--- src/rtl/mem_arb_pkg.sv ---
// rtl/mem_arb_pkg.sv - shared encodings for the fetch/data memory arbiter
//
// Purpose: owner encoding for the read-return pipeline register and the
//          width of the fetch starvation counter.
// Contents:
//    CNT_W   - starvation counter width (holds limits 1..15)
//    owner_t - which requester owns the read data returning next cycle

package mem_arb_pkg;

   localparam int CNT_W = 4;

   typedef enum logic [1:0] {
      OWN_NONE = 2'd0,
      OWN_IF   = 2'd1,
      OWN_DM   = 2'd2
   } owner_t;

endpackage

--- src/rtl/mem_arb_starve.sv ---
// rtl/mem_arb_starve.sv - saturating counter of consecutive fetch denials
//
// Purpose: counts cycles in which fetch asked for the RAM but lost; reports
//          when the count has reached LIMIT so the arbiter can force a fetch.
// Ports:
//    clk      in   rising-edge clock
//    rst      in   asynchronous active-high reset, clears the count
//    inc      in   fetch requested and was denied this cycle
//    clr      in   fetch was granted or is not requesting (wins over inc)
//    at_limit out  count equals LIMIT

module mem_arb_starve
   import mem_arb_pkg::*;
#(
   parameter int LIMIT = 4
) (
   input  logic clk,
   input  logic rst,
   input  logic inc,
   input  logic clr,
   output logic at_limit
);

   localparam logic [CNT_W-1:0] LIMIT_C = CNT_W'(LIMIT);

   logic [CNT_W-1:0] cnt_q;
   logic [CNT_W-1:0] cnt_d;

   always_comb begin
      cnt_d = cnt_q;
      if (clr) begin
         cnt_d = '0;
      end else if (inc && (cnt_q != LIMIT_C)) begin
         // saturate at the limit rather than wrapping back to zero
         cnt_d = cnt_q + 1'b1;
      end
   end

   always_ff @(posedge clk or posedge rst) begin
      if (rst) begin
         cnt_q <= '0;
      end else begin
         cnt_q <= cnt_d;
      end
   end

   assign at_limit = (cnt_q == LIMIT_C);

endmodule

--- src/rtl/mem_arb.sv ---
// rtl/mem_arb.sv - fetch/data arbiter in front of a single-port synchronous RAM
//
// Purpose: grants one of two requesters (instruction fetch, data) the RAM each
//          cycle, combinationally. Data wins by default. When built with
//          MEM_ARB_STARVE_EN, fetch is forced through after STARVE_LIMIT
//          consecutive denials. Read data returns one cycle after the grant on
//          the granted side only; the other side's rdata is held at zero.
// Ports:
//    clk, rst                         clock, asynchronous active-high reset
//    if_req, if_addr                  fetch read request
//    if_gnt, if_valid, if_rdata       fetch grant, read-return strobe and data
//    dm_req, dm_we, dm_addr, dm_wdata data request (read or write)
//    dm_gnt, dm_valid, dm_rdata       data grant, read-return strobe and data
//    ram_addr, ram_we, ram_wdata      RAM command for the granted requester
//    ram_rdata                        RAM read data (1-cycle latency)
//    stall                            fetch requesting but not granted
// Build option: MEM_ARB_STARVE_EN enables the starvation counter and override.

module mem_arb
   import mem_arb_pkg::*;
#(
   parameter int ADDR_WIDTH   = 9,
   parameter int WORD_WIDTH   = 32,
   parameter int STARVE_LIMIT = 4
) (
   input  logic                  clk,
   input  logic                  rst,
   input  logic                  if_req,
   input  logic [ADDR_WIDTH-1:0] if_addr,
   output logic                  if_gnt,
   output logic                  if_valid,
   output logic [WORD_WIDTH-1:0] if_rdata,
   input  logic                  dm_req,
   input  logic                  dm_we,
   input  logic [ADDR_WIDTH-1:0] dm_addr,
   input  logic [WORD_WIDTH-1:0] dm_wdata,
   output logic                  dm_gnt,
   output logic                  dm_valid,
   output logic [WORD_WIDTH-1:0] dm_rdata,
   output logic [ADDR_WIDTH-1:0] ram_addr,
   output logic                  ram_we,
   output logic [WORD_WIDTH-1:0] ram_wdata,
   input  logic [WORD_WIDTH-1:0] ram_rdata,
   output logic                  stall
);

   owner_t owner_q;
   owner_t owner_d;
   logic   force_if;

`ifdef MEM_ARB_STARVE_EN
   logic at_limit;

   mem_arb_starve #(
      .LIMIT (STARVE_LIMIT)
   ) u_starve (
      .clk      (clk),
      .rst      (rst),
      .inc      (stall),
      .clr      (~if_req | if_gnt),
      .at_limit (at_limit)
   );

   assign force_if = at_limit & if_req;
`else
   // No counter: strict data priority. A zero limit would degenerate to
   // fetch-always-wins; any legal limit (1..15) leaves this tied off.
   assign force_if = (STARVE_LIMIT == 0) & if_req;
`endif

   always_comb begin
      // grants are suppressed while reset is held so nothing reaches the RAM
      dm_gnt    = ~rst & dm_req & ~force_if;
      if_gnt    = ~rst & if_req & ~dm_gnt;
      stall     = ~rst & if_req & ~if_gnt;

      ram_addr  = if_addr;
      ram_we    = 1'b0;
      ram_wdata = '0;
      if (dm_gnt) begin
         ram_addr  = dm_addr;
         ram_we    = dm_we;
         ram_wdata = dm_wdata;
      end

      // only reads need a return path; writes leave the owner empty
      owner_d = OWN_NONE;
      if (dm_gnt && !dm_we) begin
         owner_d = OWN_DM;
      end else if (if_gnt) begin
         owner_d = OWN_IF;
      end
   end

   always_ff @(posedge clk or posedge rst) begin
      if (rst) begin
         owner_q <= OWN_NONE;
      end else begin
         owner_q <= owner_d;
      end
   end

   assign if_valid = (owner_q == OWN_IF);
   assign dm_valid = (owner_q == OWN_DM);
   assign if_rdata = if_valid ? ram_rdata : '0;
   assign dm_rdata = dm_valid ? ram_rdata : '0;

endmodule

--- config.mk ---
export PLATFORM = sky130hd
export DESIGN_NAME = mem_arb
export DESIGN_NICKNAME = d
export VERILOG_FILES = /design/src/rtl/mem_arb_pkg.sv /design/src/rtl/mem_arb_starve.sv /design/src/rtl/mem_arb.sv
export SDC_FILE = /design/constraint.sdc
export NUM_CORES = 1
export LEC_CHECK = 0
export CORE_ASPECT_RATIO = 0.6
export CORE_UTILIZATION = 18
export CTS_BUF_LIST = sky130_fd_sc_hd__clkbuf_8
export CTS_CLUSTER_DIAMETER = 200
export DETAILED_ROUTE_END_ITERATION = 12
export PLACE_DENSITY = 0.86
export SYNTH_ARGS = -nofsm -noshare
export SYNTH_HDL_FRONTEND = slang
export SYNTH_SLANG_ARGS = --single-unit
export TNS_END_PERCENT = 5
--- constraint.sdc ---
create_clock -name clk -period 1.45 [get_ports clk]
set_input_delay 0.145 -clock clk [delete_from_list [all_inputs] [get_ports clk]]
set_output_delay 0.145 -clock clk [all_outputs]
set_load 0.005 [all_outputs]
Word-level counts from Yosys, hierarchy flattened --
Index checks and enable logic that the tools add are counted.
Word-level totals: output and inout port bits 111, word-level logic and storage cells 19, flip-flop bits (word level) 2, bits of input ports 87
Operators by class: bitwise logic cells 7, multiplexer cells 7, reduce and logical (&&, ||, !) cells 2, equality and inequality tests 2
Operators by type and width (number):
- 32-bit two-way mux | 3
- 9-bit two-way mux | 1
- 1-bit bitwise AND | 4
- 1-bit inverter | 3
- 2-bit by 1-bit == test with 1-bit output, second input constant | 1
- 2-bit == test, second input constant | 1
- 1-bit two-way mux | 2
- 2-bit two-way mux | 1
- 1-bit logical AND | 1
- 1-bit logical NOT | 1

Depth between registers and ports, before layout --
Gate-level depths: netlist of the first run.
depth in word-level cells 6, depth in mapped cells 4, mapped depth without buffers 2

Worst setup path before layout of the first run --
No wires, ideal clock.
kind register -> output, start point register owner_q[0], end point output port dm_rdata[0], cell stages (with the launch flop) 4, slack 0.370 ns, data arrival time 0.935 ns, path buffers 1, data required time 1.305 ns, cell sequence dfrtp_1 nor2b_1 clkbuf_1 and2_1
On the way: cells in the longest elaborated chain, start to end 2
RTL lines:
- start, declared | line mem_arb.sv:47 | owner_t owner_q;
- start signal, assigned | line mem_arb.sv:99 | owner_q <= owner_d;
- 2-bit == test | line mem_arb.sv:104 | assign dm_valid = (owner_q == OWN_DM);
- 32-bit two-way mux | line mem_arb.sv:106 | assign dm_rdata = dm_valid ? ram_rdata : '0;
- end, declared | line mem_arb.sv:39 | output logic [WORD_WIDTH-1:0] dm_rdata,
Every way passes these cells.

Worst setup path after layout of the first run --
start point register owner_q[1], end point output port dm_rdata[0]
The elaborated chain is that of the path after synthesis.

==> results of run 1 <==
## cell usage after synthesis (all sizes together)
master | number | area share [%]
nor2b | 4 | 2.8
buf | 5 | 4.2
inv | 1 | 0.42
mux2 | 9 | 14
and2 | 97 | 68
and3 | 1 | 0.70
clkbuf | 6 | 2.8
dfrtp | 2 | 5.6
nor3b | 2 | 1.7
## power groups by stage
stage                     registers, mW  logic [mW]  clock network [mW]
final                            0.0597       0.603               0.220
after global routing             0.0600       0.647               0.238
after CTS                        0.0597       0.618               0.228
after detailed placement         0.0599       0.631                   0
after global placement           0.0597       0.621                   0
after floorplan                  0.0596       0.145                   0
## critical path: stages, from the launching register on
cell	delay, ns
dfrtp_1	0.34
nor2b_2	0.18
buf_6	0.18
and2_1	0.13
clkdlybuf4s50_1	0.52
## kinds of logic after synthesis
family,count (synthesis)
simple gates,104
buf+inv,12
mux,9
flops,2
## metrics by stage
step | hold WS [ns] | utilization [%] | cells
5_1_grt | 0.0706 | 64.4 | 398
4_1_cts | 0.0596 | 66.3 | 398
3_5_place_dp | 0.633 | 64.4 | 387
2_1_floorplan | -0.108 | - | 127
3_3_place_gp | 0.600 | 64.4 | 387
6_report | 0.0696 | 64.4 | 398
## layout make-up
cell class,count,share of cell area (%)
Inverter,1,0.125
Clock buffer,3,1.38
Tap cell,63,2.63
Sequential cell,2,1.67
Timing Repair Buffer,216,68.0
Multi-Input combinational cell,113,26.2
## per-layer routing
layer	GRT usage [%]	share of wire (%)
met5	0	0
met4	7.25	2.0
met3	4.07	8.3
met2	38.7	54
met1	19.4	36
## repair_timing
action                     4_1_cts  5_1_grt
hold endpoints to repair         0        0
setup buffers                    6        0
gates resized for setup        103       53
gates cloned                     2        0
setup endpoints to repair      111       91
## worst paths after layout
check	startpoint	end	cells after the start	slack (ns)
max	owner_q[1]$_DFF_PP0_	dm_rdata[0]	4	-0.27
min	rst	owner_q[1]$_DFF_PP0_	4	0.07
max in group asynchronous	rst	owner_q[0]$_DFF_PP0_	4	1.29
min in group clk	rst	owner_q[0]$_DFF_PP0_	3	0.27
==> impl_results.md, run 1 <==
- Status: finished with violations
- Failing checks: setup timing
- Final WS setup: -0.266 ns
- Sw Pwr: 0.211 mW
- Layout area overhead: 237%
- Logic pwr share: about two thirds
- Clock Power Share: approximately a quarter
- I/O Buffers: 197
- Post-synthesis mux area share: 13.5%
- Via density: between 3 and 4
- Number of buffers created by CTS: 3
- Clock Path Buffers: 2
- Pre-CTS setup slack: -0.499 ns
- Final wirelength: 5100 microns
- Hold_buf cts: 0
- Mapped cell area: between 800 and 900 sq um
- Slew @ Worst Pin: approximately 0.22 ns
- Drt drc: 0
- Clock Root Buffer: clkbuf_8
- Compound-Gate Fraction of Synth Area: 0%
- Max Slew Vio Count: 0
- CP arrival: between 1.5 and 2 ns
- Layout cells sized above 1: about 18%
- Post-synthesis cell count: 127
- Largest family of logic cells by synthesized area: simple AND/OR/NAND/NOR gates
- Dpl cell area: 3000 sq um
- First-pass GRT wire length: approximately 8000 microns
- Most flop-heavy register: owner_q
- Yosys warnings: 0
- Sequential Power Share: just under 7%
- Reg area: ~50 sq um
- CTS clk-pin slew, worst paths: 0.03 ns
- Final Wtd Congestion: approximately 0.86
- Synth cell types: 12
- Synth Area in Adders: 0%
- Leakage Power: between 1 and 1.5 nW
- Standard-cell rows: 19
- Final Hold Viols: 0
- VDD IR max: about 0.00013 V
- Drt wl/cell: 12.8 microns
- Num ports: about 200
- Total power: slightly below 0.9 mW
- Fin nets: 424
- Sink Count: 2
- Crit path required time: ~1.3 ns
- Die Span Y: around 56 microns
- Critical Path End Type: output pin
- Initial Util: a little under a fifth
- Critical path type: reg2out
- Worst hold path type: in2async
- Largest net degree at the start of global routing: 34
- Post-synthesis sequential area ratio: 5.63%
- Dpl hpwl: ~4400 microns
- Synth Area in XOR/XNOR: 0%
- DIE AREA: approximately 5200 sq um
- Sw Share: between 20% and 30%
- Vias in the first global route: 1568
- Core area: around 4700 sq um
- # diodes: 0
- Area of the multi-input gates: 786 sq um
- Avg Inst Size Synth: approximately 7 sq um
- Most frequent cells in the layout: 118 x clkdlybuf4s50_1, 97 x and2_1, 38 x dlygate4sd2_1
- Cell internal pwr: ~0.67 mW
- Slew headroom: 85.1%
- DR pass1 iterations: 4
- Antenna viol nets, final: 0
- Setup Viol. Count Final: 38
- Max Cap Violations: 0
- GRT overflow: 0
- Initial antenna violation count: 0
- Largest regs: owner_q (2)
- Post-route cell area: between 3000 and 4000 sq um
- Highest clock rate: 0.583 GHz
- DR vias: 1557
- Largest register FFs: 2
- CTS tree: yes
- FF+latch count, synth: 2
- Critical Path Start Type: flop
- Global Route Usage Sum: slightly below 20%
- Tcrit/Tclk final: 118%
- Synth Area in Simple Gates: between 70% and 80%
- Fillers: between 400 and 500
- Most common cell after layout, fill and taps aside: clkdlybuf4s50_1
- Die outline width: between 90 and 100 microns
- Setup TNS: -7.85 ns
- Iter 0 DRT Violations: 22
- Pwr dens: just under 300 nW/um^2
- Net Count, Synth: between 200 and 250
- Htree depth: 1
- RSZ-0062 raised after global routing: true
- CP max FO: 21
- Fin crit period: 1.72 ns
Note: power is estimated with default switching activity, not from simulation.
==> run 2: changes to the inputs <==
CTS_CLUSTER_SIZE = 24   (was not set)
==> results of run 2 <==
Final layout, timing and power as in run 1 (identical DEF).
==> run 3: changes to the inputs <==
CORE_AREA = 2 2 76 78   (was not set)
CORE_ASPECT_RATIO = not set   (was 0.6)
CORE_UTILIZATION = not set   (was 18)
DIE_AREA = 0 0 78 80   (was not set)
PLACE_DENSITY = 0.8   (was 0.86)
SKIP_LAST_GASP = 1   (was not set)
clock period = 2.1 ns   (was 1.45 ns; I/O delays follow)
==> run 3 against run 2 <==
The run now ends clean. Worst hold slack improved by 0.35 ns. Setup slack improved by 0.36 ns. Die area is 19% higher. Flip-flop and latch count unchanged. Via count increased by 0.77%. Critical path type is now in2out. Critical endpoint is now ram_addr[0]. Largest power group unchanged. Core utilization shrank 8.2 points. Power decreased by 30%. Cell area increased by 1.3%. Critical path depth is 1 higher. Largest cell class unchanged. Clock power shrank 30%.
==> impl_results.md, run 3 (synthesis results as in run 1) <==
- Status: finished clean (was finished with violations)
- Critical Path Start Type: input port (was flop)
- Max Slew Vio Count: 0 (unchanged)
- Fin nets: 413 (was 424)
- Fillers: 505 (was 435)
- Initial antenna violation count: 0 (unchanged)
- Critical path type: in2out (was reg2out)
- Finished Layout Cells: 396 (was 398)
- Leakage Power: 1.19 nW (was 1.48 nW)
- First-pass GRT wire length: 6900 microns (was 7940 microns)
- Number of buffers created by CTS: 3 (unchanged)
- DIE AREA: 6240 sq um (was 5240 sq um)
- Wire length on met2: 2590 microns (was 2750 microns)
- Clock Path Buffers: 2 (unchanged)
- Layout area overhead: 242% (was 237%)
- Highest clock rate: roughly 0.50 GHz
- Antenna viol nets, final: 0 (unchanged)
- Drt wl/cell: 12.1 microns (was 12.8 microns)
- Tcrit/Tclk final: a little over nine tenths
- RSZ-0062 raised after global routing: false (was true)
- I/O Buffers: 197 (unchanged)
- Setup TNS: 0 ns (was -7.85 ns)
- Drt drc: 0 (unchanged)
- Via density: 3.96 (was 3.91)
- Core area: 5410 sq um (was 4660 sq um)
- Initial Util: 16.5% (was 19.1%)
- Clock Root Buffer: clkbuf_8 (unchanged)
- Dpl hpwl: 4130 microns (was 4420 microns)
- Inst Count DP: 391 (was 387)
- Largest regs: owner_q (2) (unchanged)
- VDD IR max: 0.000233 V (was 0.000132 V)
- CP arrival: 1.80 ns (was 1.57 ns)
- Pwr dens: 204 nW/um^2 (was 294 nW/um^2)
- CTS tree: yes (unchanged)
- # diodes: 0 (unchanged)
- Setup Viol. Count Final: 0 (was 38)
- Worst hold path type: in2async (unchanged)
- Global Route Usage Sum: 13.8% (was 19.3%)
- Largest net degree at the start of global routing: 34 (unchanged)
- Final Wtd Congestion: 0.721 (was 0.863)
- Num ports: 198 (unchanged)
- Final wirelength: 4800 microns (was 5100 microns)
- Die Span Y: 80 microns (was 56.5 microns)
- Slew headroom: 83.5% (was 85.1%)
- Most frequent cells in the layout: 197 x clkdlybuf4s50_1, 97 x and2_1, 5 x mux2_4, 5 x buf_4, 4 x mux2_2 (was 118 x clkdlybuf4s50_1, 97 x and2_1, 38 x dlygate4sd2_1)
- Most flop-heavy register: owner_q (unchanged)
- GRT overflow: 0 (unchanged)
- Top Metal Used: met4 (unchanged)
- DR pass1 iterations: 4 (unchanged)
- DR vias: 1569 (was 1557)
- Largest register FFs: 2 (unchanged)
- Final Hold Viols: 0 (unchanged)
- Iter 0 DRT Violations: 30 (was 22)
- Crit path required time: 1.89 ns (was 1.31 ns)
- Critical Path End Type: output pin (unchanged)
- DR WL met3: 672 microns (was 424 microns)
- Vias in the first global route: 1517 (was 1568)
- CP max FO: 13 (was 21)
- Standard-cell rows: 27 (was 19)
- Sink Count: 2 (unchanged)
- CTS clk-pin slew, worst paths: 0.03 ns (about the same)
- Most common cell after layout, fill and taps aside: clkdlybuf4s50_1 (unchanged)
- Htree depth: 1 (unchanged)
- Max Cap Violations: 0 (unchanged)
- Fin crit period: 2.01 ns
- Die outline width: 78 microns (was 92.8 microns)
- CP startpoint: rst (was owner_q[1]$_DFF_PP0_)
- Slew @ Worst Pin: 0.247 ns (was 0.222 ns)
- Wl on met1: 1440 microns (was 1820 microns)
- Layout cells sized above 1: 6.48% (was 18.2%)
run 3: repair_timing:
item | CTS | global route
setup endpoints to repair | 0 | 15
hold buffers | 0 | 0
resized for setup | 0 | 1
setup buffers | 0 | 1
run 3: final cells by class:
| cell class | instances | area (sq um) | share of cell area, % |
|---|---|---|---|
| multi-input combinational | 113 | 781 | 25.7 |
| sequential | 2 | 50.0 | 1.65 |
| inverter | 1 | 3.75 | 0.123 |
| tap | 72 | 90.1 | 2.96 |
| clock buffer | 3 | 41.3 | 1.36 |
| timing repair buffer | 205 | 2070 | 68.2 |
run 3: through the flow:
step	hold WS, ns	instance area [sq um]	setup WS (ns)	utilization [%]	total power, mW
after floorplan	-0.0435	890	0.955	-	0.141
after global placement	0.589	2960	0.0532	54.8	0.459
after detailed placement	0.588	2960	0.0515	54.8	0.465
after CTS	0.366	3000	0.0497	55.6	0.623
after global routing	0.461	3040	0.0185	56.3	0.659
final	0.420	3040	0.0913	56.3	0.621
run 3: where the power goes:
group / total [mW] / switching (mW) / internal (mW)
combinational: 0.428 / 0.106 / 0.321
clock: 0.153 / 0.0312 / 0.121
sequential: 0.0409 / 0.000583 / 0.0403
total: 0.621 / 0.138 / 0.483
run 3: worst max path at each step:
stage / endpoint / slack (ns) / cells past startpoint
final: ram_addr[0] / 0.09 / 5
after CTS: ram_addr[8] / 0.05 / 5
after floorplan: dm_rdata[0] / 0.95 / 3
after global placement: ram_addr[1] / 0.05 / 5
after detailed placement: ram_addr[1] / 0.05 / 5
after global routing: ram_addr[1] / 0.02 / 5
run 3: layer usage:
metal,vias to the layer above,GRT usage [%]
li1,783,-
met1,663,12.0
met2,115,27.3
met3,8,5.88
met4,0,5.79
met5,-,0
run 3: worst max-delay path: stages:
cell	delay, ns
clkdlybuf4s50_1	0.48
nor2b_4	0.17
buf_12	0.16
mux2_2	0.33
clkdlybuf4s50_1	0.45
